[config.mk]
export PLATFORM = sky130hd
export DESIGN_NAME = axi_read_master
export DESIGN_NICKNAME = d
export VERILOG_FILES = /design/src/rtl/axi_read_master.sv
export SDC_FILE = /design/constraint.sdc
export NUM_CORES = 1
export LEC_CHECK = 0
export ABC_AREA = 0
export CAP_MARGIN = 25
export CORE_UTILIZATION = 40
export DETAILED_ROUTE_END_ITERATION = 10
export PLACE_DENSITY = 0.77
export SLEW_MARGIN = 20
export SYNTH_ARGS = -nofsm -noshare
export SYNTH_HDL_FRONTEND = slang
export SYNTH_SLANG_ARGS = --single-unit
[constraint.sdc]
create_clock -name aclk -period 5.9 [get_ports aclk]
set_clock_uncertainty 0.1 [all_clocks]
set_input_delay 1.77 -clock aclk [delete_from_list [all_inputs] [get_ports aclk]]
set_output_delay 1.77 -clock aclk [all_outputs]
set_load 0.05 [all_outputs]
[src/rtl/axi_read_master.sv]
// AXI4 read master: accepts one burst command, issues a single AR, and forwards
// R beats through a one-entry output register, with the burst length set by its own beat counter.
module axi_read_master #(
  parameter int ADDRESS_WIDTH = 8,
  parameter int DATA_WIDTH    = 32
) (
  input  logic                     aclk,
  input  logic                     areset,
  input  logic                     cmd_valid,
  output logic                     cmd_ready,
  input  logic [ADDRESS_WIDTH-1:0] cmd_addr,
  input  logic [7:0]               cmd_len,
  output logic [ADDRESS_WIDTH-1:0] araddr,
  output logic [7:0]               arlen,
  output logic [2:0]               arsize,
  output logic [1:0]               arburst,
  output logic                     arvalid,
  input  logic                     arready,
  input  logic [DATA_WIDTH-1:0]    rdata,
  input  logic [1:0]               rresp,
  input  logic                     rlast,
  input  logic                     rvalid,
  output logic                     rready,
  output logic [DATA_WIDTH-1:0]    out_data,
  output logic                     out_last,
  output logic                     out_valid,
  input  logic                     out_ready,
  output logic                     done,
  output logic                     err
);

  typedef enum logic [1:0] {IDLE, ADDR, DATA} state_t;

  localparam logic [2:0] BEAT_SIZE = 3'($clog2(DATA_WIDTH / 8));

  state_t                   state_q;
  logic [ADDRESS_WIDTH-1:0] araddr_q;
  logic [7:0]               arlen_q;
  logic [7:0]               beat_cnt_q;
  logic [7:0]               beat_cnt_d;
  logic [DATA_WIDTH-1:0]    out_data_q;
  logic                     out_last_q;
  logic                     out_valid_q;
  logic                     done_q;
  logic                     err_q;
  logic                     err_d;
  logic                     cmd_fire;
  logic                     beat_fire;
  logic                     final_beat;

  // cmd_ready is gated by areset so it reads 0 while reset is held, even though state is IDLE.
  assign cmd_ready  = (state_q == IDLE) && !areset;
  assign arvalid    = (state_q == ADDR);
  assign rready     = (state_q == DATA) && (!out_valid_q || out_ready);
  assign cmd_fire   = cmd_valid && cmd_ready;
  assign beat_fire  = rvalid && rready;
  assign final_beat = (beat_cnt_q == arlen_q);
  assign beat_cnt_d = beat_cnt_q + 8'd1;
  assign err_d      = err_q || (rresp != 2'b00) || (rlast != final_beat);

  assign araddr    = araddr_q;
  assign arlen     = arlen_q;
  assign arsize    = BEAT_SIZE;
  assign arburst   = 2'b01;
  assign out_data  = out_data_q;
  assign out_last  = out_last_q;
  assign out_valid = out_valid_q;
  assign done      = done_q;
  assign err       = err_q;

  always_ff @(posedge aclk or posedge areset) begin
    if (areset) begin
      state_q     <= IDLE;
      araddr_q    <= '0;
      arlen_q     <= '0;
      beat_cnt_q  <= '0;
      out_data_q  <= '0;
      out_last_q  <= 1'b0;
      out_valid_q <= 1'b0;
      done_q      <= 1'b0;
      err_q       <= 1'b0;
    end else begin
      done_q <= 1'b0;
      if (out_valid_q && out_ready) begin
        out_valid_q <= 1'b0;
      end
      // A load in the same cycle as a drain overrides the clear above.
      if (beat_fire) begin
        out_data_q  <= rdata;
        out_valid_q <= 1'b1;
        out_last_q  <= final_beat;
        beat_cnt_q  <= beat_cnt_d;
        err_q       <= err_d;
      end
      case (state_q)
        IDLE: begin
          if (cmd_fire) begin
            araddr_q   <= cmd_addr;
            arlen_q    <= cmd_len;
            beat_cnt_q <= '0;
            err_q      <= 1'b0;
            state_q    <= ADDR;
          end
        end
        ADDR: begin
          if (arready) begin
            state_q <= DATA;
          end
        end
        DATA: begin
          if (beat_fire && final_beat) begin
            done_q  <= 1'b1;
            state_q <= IDLE;
          end
        end
        default: state_q <= IDLE;
      endcase
    end
  end

endmodule

### Word-level counts from Yosys, hierarchy flattened

Cells that the tools add are included.

* flip-flop bits (word level): 62
* bits of input ports: 57
* output and inout port bits: 60
* logic and storage cells: 47

* add/subtract/negate cells: 1
* equal/unequal tests: 7
* muxes and demuxes: 14
* reductions and logical operators: 16

Operators with widths (count)
* $mux 8: 3
* $add 8x1->8 const B: 1
* $eq 8x8->1: 1
* $mux 1: 7
* $logic_and 1x1->1: 6
* $mux 2: 3
* $pmux 2 s3: 1
* $ne 2x1->1 const B: 2
* $reduce_bool 2->1: 2
* $logic_or 1x1->1: 3
* $reduce_and 3->1: 1
* $eq 2x1->1 const B: 1
* $eq 2x2->1 const B: 1
* $logic_not 1->1: 2
* $logic_not 2->1: 1
* $ne 2x2->1 const B: 1
* $reduce_and 2->1: 1
* $ne 1x1->1: 1

### Depth between registers and ports, before layout

Gate-level depths: netlist (run 1).

* word-level depth: 7
* gate-level depth with buffers: 6

### Least setup slack after synthesis (run 1)

No wires, ideal clock.

* path type: input port to output port
* from: in areset
* to: out cmd_ready
* arrival: 2.845 ns
* data required time: 4.030 ns
* slack: 1.185 ns
* stages on the path: 1
* cells stage by stage: nor3_1

* cells in the longest elaborated chain, start to end: 2

RTL lines
* start: declaration: RTL line 8 `input logic areset,`
* $logic_not 1->1 (no line)
* $logic_and 1x1->1: RTL line 52 `assign cmd_ready = (state_q == IDLE) && !areset;`
* end: declaration: RTL line 10 `output logic cmd_ready,`

No other way between the ends.

### Final worst setup path (run 1)

* from: in out_ready
* to: out rready

* cells in the longest elaborated chain, start to end: 2

RTL lines
* start: declaration: RTL line 27 `input logic out_ready,`
* $logic_or 1x1->1: RTL line 54 `assign rready = (state_q == DATA) && (!out_valid_q || out_ready);`
* $logic_and 1x1->1: RTL line 54
* end: declaration: RTL line 23 `output logic rready,`

No other way between the ends.

==> summary.txt, run 1 <==
status - finished, final reports clean
commonest non-fill, non-tap cell in the layout - clkdlybuf4s50_1
area post-placement - 3770 um^2
initial antenna violation count - 0
Worst Tran Pin Value - 981 ps
Crit path max-delay family - buffers and inverters
Worst setup EP type - primary output
Register-to-Register Path Depth - 5
Cells after DPL - 369
crit path from - out_ready
clock network power share - 12.9%
post-synthesis sequential area ratio - 59.6%
first-pass GRT wire length - 8320 um
CTS tree - yes
Non-Filler Cell Area, Final - 3940 um^2
synth top area cells - dfrtp_1 60%, mux2_2 21%, xnor2_1 2.7%
Reg clk slew, reported paths - 60 ps
Overflow after GRT - 0
final setup vio count - 0
chip width - 82.7 um
Max-cap violations - 0
Worst path depth - 4
postcts setup bufs - 0
DRT Pass-1 Iters - 5
vias in the first global route - 1846
Worst-Skew Late Latency - 320 ps
HP Class - reg -> reg
Tmin final - 5240 ps
clk sinks - 62
Avg Inst Size Synth - 13.9 um^2
Power, Total - 2.46 mW
non-filler cells, final - 384
CTS buffer count - 9
register bit total from synthesis - 62
H-Tree Depth - 3
PwrDens - 626 nW/um^2
Cell Area, Synth - 2600 um^2
max frequency - 191 MHz
Setup WS post-layout - 655 ps
row count - 29
Reg area - 1550 um^2
CP cell instances - clkdlybuf4s50_1 -> nand2b_1 -> and2_2 -> clkdlybuf4s50_1
Syn. warnings - 0
crit path buf inv count - 2
fin crit share - 88.9%
CTS root buf - clkbuf_8
fillers - 514
share of the synthesized area in the top cell type - 59.6%
detailed placement HPWL - 3880 um
total die area - 6840 um^2
FF-to-FF End - beat_cnt_q[6]
Arrival @ worst endpoint - 3370 ps
Setup Slack @ Placement - 656 ps
ant diodes - 0
largest net degree at the start of global routing - 40
wire per inst - 13.9 um
post-synthesis cell count - 187
worst vdd ir - 0.376 mV
WL final - 5320 um
io pins - 117
Synth-to-Final Area Change - 51.1%
WP data required - 4030 ps
Pint - 1.33 mW
core area - 6310 um^2
fraction of power spent switching nets - 46.0%
DR vias - 1848
combinational cell fraction of total power - 57.5%
CP peak stage delay - 790 ps
multi-input logic area - 971 um^2
final hold violation count - 0
reg2reg setup slack - 3740 ps
DRT iter0 DRCs - 77
hold_buf cts - 0
Leakage - 1.66 nW
hold_ws - 378 ps
crit path capture - rready
Final TNS setup - 0 ps
post-CTS sizing - 0
crit-path most repeated cell - clkdlybuf4s50_1
final-stage net count - 361
DRC - 0
reg2reg start - state_q[0]
Flop pwr share - 29.6%
area leader, netlist - dfrtp_1
Max Root-Sink Buffers - 2
Crit Path Category - in -> out
Critical Path Start Type - input port
RSZ-0062 raised after global routing - no
Placer Congestion - 0.700
slowest CP cell - clkdlybuf4s50_1
buffers added on ports - 111
Synth cell types - 33
commonest non-fill, non-tap cells in the layout - 111 x clkdlybuf4s50_1, 62 x dfrtp_1, 48 x mux2_2, 11 x clkbuf_8, 8 x xnor2_1
net switching power - 1.13 mW
Rel. slew slack - 34.6%
utilization after layout - 62.3%
share of post-route cells with drive strength above 1 - 24.1%
Starting Density - 41.2%
Slew Limit Fails - 0
vias per cell - 4.81
ANT nets after route - 0
GRT Overall Usage - 16.7%
critical path fanouts, max - 5
die span in y - 82.7 um
==> cell usage after synthesis, drive strengths merged <==
library cell / instances
o21ai: 4
nand2b: 1
nor2b: 1
xor2: 2
a21oi: 5
a21o: 3
dfrtp: 62
nand3: 3
mux2: 48
inv: 4
or3: 3
nor3: 4
ha: 1
or4: 2
mux2i: 1
conb: 2
xnor2: 8
nand4: 6
o211a: 1
nand2: 4
nor2: 5
and2b: 1
and2: 2
buf: 12
o31ai: 2
==> per-layer routing <==
| layer | wire length [um] | track usage [%] | up-vias |
|---|---|---|---|
| met5 | 0 | 0 | - |
| met4 | 51 | 5.69 | 0 |
| met3 | 393 | 6.92 | 6 |
| met2 | 2720 | 27.0 | 63 |
| met1 | 2160 | 20.0 | 909 |
| li1 | - | - | 870 |
==> final cells by class <==
| cell class | count | share of cell area [%] |
|---|---|---|
| Clock buffer | 14 | 4.13 |
| Clock inverter | 1 | 0.127 |
| Multi-Input combinational cell | 112 | 24.7 |
| Sequential cell | 62 | 39.4 |
| Timing Repair Buffer | 114 | 28.8 |
| Inverter | 4 | 0.382 |
| Tap cell | 77 | 2.45 |
==> power by group through the flow <==
stage               clock network (mW)  logic, mW  registers, mW
CTS                              0.331       1.43          0.732
finish                           0.318       1.42          0.728
global placement                     0       1.41          0.728
global route                     0.350       1.48          0.757
floorplan                            0      0.347           1.34
detailed placement                   0       1.42          0.738
==> kinds of logic after synthesis <==
logic type,after synthesis,share of synthesized area [%]
and+or+nand+nor,32,7.88
DFF,62,59.6
other,2,0.288
buffers and inverters,16,3.56
adders and majority gates,1,0.480
muxes,49,21.1
AOI/OAI and AO/OA,15,3.70
xor gates and xnor gates,10,3.36
==> state kept, by name, indices dropped and copies added (netlist names) <==
signal,cells
err,1
araddr,8
out_valid,1
done,1
arlen,8
state_q,2
beat_cnt_q,8
out_last,1
out_data,32
==> how the worst min path moves through the flow <==
stage | cells after the start | startpoint | endpoint
after global routing | 1 | out_last | out_last
final | 1 | out_last | out_last
after CTS | 1 | out_last | out_last
after floorplan | 2 | beat_cnt_q[7] | beat_cnt_q[7]
after global placement | 1 | out_last | out_last
after detailed placement | 1 | out_last | out_last
Power figures use the tool's default switching activity.
==> run 2, diff against run 1 <==
CORE_UTILIZATION = 30   (was 40)
PLACE_DENSITY = unset   (was 0.77)
==> run 2 against run 1 <==
Net effect: sequential power about the same; flip-flop and latch count stayed put; non-clock buffer count unchanged; sequential share of layout area decreased by 0.67 points; via count rose by 0.92%; cell count grew 7.6%; die area increased by 32%; register-to-register slack got worse by 20 ps; first-iteration DRC count shrank 56%; setup slack worse by 17 ps.
==> summary.txt, run 2 (synthesized netlist as in run 1, its figures left out) <==
Arrival @ worst endpoint - 3390 ps (+20 ps)
min-delay src - out_last
critical path fanouts, max - 5 (unchanged)
RSZ-0062 raised after global routing - no
DRC - 0 (unchanged)
Rel. slew slack - 44.1% (+9.5 points)
io pins - 117 (unchanged)
worst vdd ir - 0.331 mV (-12%)
reg2reg setup slack - 3720 ps (-20 ps)
Synth-to-Final Area Change - 53.7%
die span in y - 95.2 um (+15%)
DR vias - 1865 (+0.92%)
vias in the first global route - 1903 (+3.1%)
max reg flops - 32 (unchanged)
buffers added on ports - 111 (unchanged)
FF-to-FF End - beat_cnt_q[6]
commonest non-fill, non-tap cells in the layout - 111 x clkdlybuf4s50_1, 62 x dfrtp_1, 48 x mux2_2, 11 x clkbuf_8, 8 x xnor2_1
CTS root buf - clkbuf_8
post-CTS sizing - 0 (unchanged)
CP cell instances - clkdlybuf4s50_1 -> nand2b_1 -> and2_2 -> clkdlybuf4s50_1
reg2reg start - state_q[0]
Overflow after GRT - 0 (unchanged)
Leakage - 1.68 nW (+1.2%)
WL final - 5750 um (+8.1%)
H-Tree Depth - 3 (unchanged)
ANT nets after route - 0 (unchanged)
fin crit share - 89.2% (+0.30 points)
postcts setup bufs - 0 (unchanged)
Non-Filler Cell Area, Final - 4000 um^2 (+1.7%)
Slew Limit Fails - 0 (unchanged)
Setup Slack @ Placement - 652 ps (-4.43 ps)
CP peak stage delay - 780 ps (about the same)
final setup vio count - 0 (unchanged)
hold_buf cts - 0 (unchanged)
Worst Tran Pin Value - 837 ps (-144 ps)
core area - 8300 um^2 (+31%)
Max Root-Sink Buffers - 2 (unchanged)
hold path depth - 1 (unchanged)
Cells after DPL - 397 (+7.6%)
status - finished, final reports clean
ant diodes - 0 (unchanged)
CTS buffer count - 9 (unchanged)
total die area - 9060 um^2 (+32%)
clk sinks - 62 (unchanged)
vias per cell - 4.52 (-6.2%)
WP data required - 4030 ps (about the same)
DRT Pass-1 Iters - 4 (-1)
final-stage net count - 361 (unchanged)
commonest non-fill, non-tap cell in the layout - clkdlybuf4s50_1
PwrDens - 630 nW/um^2 (+0.73%)
DRT iter0 DRCs - 34 (-56%)
Critical Path Start Type - input port
wire per inst - 13.9 um (+0.49%)
max frequency - 190 MHz (-0.33%)
detailed placement HPWL - 4140 um (+6.6%)
Reg clk slew, reported paths - 60 ps (about the same)
non-filler cells, final - 413 (+7.6%)
HP Class - reg -> reg
area post-placement - 3800 um^2 (+0.93%)
first-pass GRT wire length - 9220 um (+11%)
row count - 33 (+14%)
largest net degree at the start of global routing - 41 (+2.5%)
Final TNS setup - 0 ps (unchanged)
chip width - 95.2 um (+15%)
Crit Path Category - in -> out
slowest CP cell - clkdlybuf4s50_1
Placer Congestion - 0.714 (+2.0%)
Register-to-Register Path Depth - 5 (unchanged)
final hold violation count - 0 (unchanged)
Max-cap violations - 0 (unchanged)
GRT Overall Usage - 13.3% (-3.4 points)
share of post-route cells with drive strength above 1 - 25.0% (+0.90 points)
Starting Density - 31.4% (-9.9 points)
crit-path most repeated cell - clkdlybuf4s50_1
CTS tree - yes
hold_ws - 384 ps (+6.03 ps)
initial antenna violation count - 0 (unchanged)
Setup WS post-layout - 638 ps (-17.4 ps)
Worst setup EP type - primary output
Worst-Skew Late Latency - 330 ps (about the same)
Tmin final - 5260 ps (+17.4 ps)
Worst Hold Path EP - out_last
## run 2: changes by cell type in the layout (fill, tap and decap cells not counted), sizes merged
cell	previous run	this run
clkinv	1	3
clkbuf	14	12
bufinv	0	1
## run 2: cell type report
| cell class | instances | area [um^2] |
|---|---|---|
| Tap cell | 105 | 131 |
| Multi-Input combinational cell | 112 | 971 |
| Sequential cell | 62 | 1550 |
| Clock buffer | 12 | 155 |
| Inverter | 4 | 15.0 |
| Fill cell | 760 | 4300 |
| Clock inverter | 4 | 45.0 |
| Timing Repair Buffer | 114 | 1130 |
## run 2: worst max-delay path by stage
stage / start / to / slack, ps / cells after the start
2_1_floorplan: areset / cmd_ready / 1180 / 1
3_3_place_gp: out_ready / rready / 650 / 4
3_5_place_dp: out_ready / rready / 650 / 4
4_1_cts: out_ready / rready / 640 / 4
5_1_grt: out_ready / rready / 570 / 4
6_report: out_ready / rready / 640 / 4
## run 2: routing by layer
layer | share of wire (%) | track usage, %
met5 | 0 | 0
met4 | 0.92 | 3.79
met3 | 8.8 | 5.66
met2 | 49 | 21.3
met1 | 41 | 16.4
## run 2: worst max-delay path, delay by kind of cell
kind | cells | cell delay [ps]
buf+inv | 2 | 1230
simple gates | 2 | 390
## run 2: through the flow
stage               utilization (%)  power (mW)
finish                         48.2        2.52
global route                   48.2        2.65
CTS                            48.2        2.56
detailed placement             45.8        2.17
global placement               45.8        2.15
floorplan                         -        1.69
## run 2: power breakdown
group | switching (mW) | internal [mW] | leakage [nW] | total (mW)
clock network | 0.159 | 0.216 | 0.106 | 0.376
registers | 0.114 | 0.614 | 0.757 | 0.729
logic | 0.877 | 0.541 | 0.818 | 1.42
total | 1.15 | 1.37 | 1.68 | 2.52
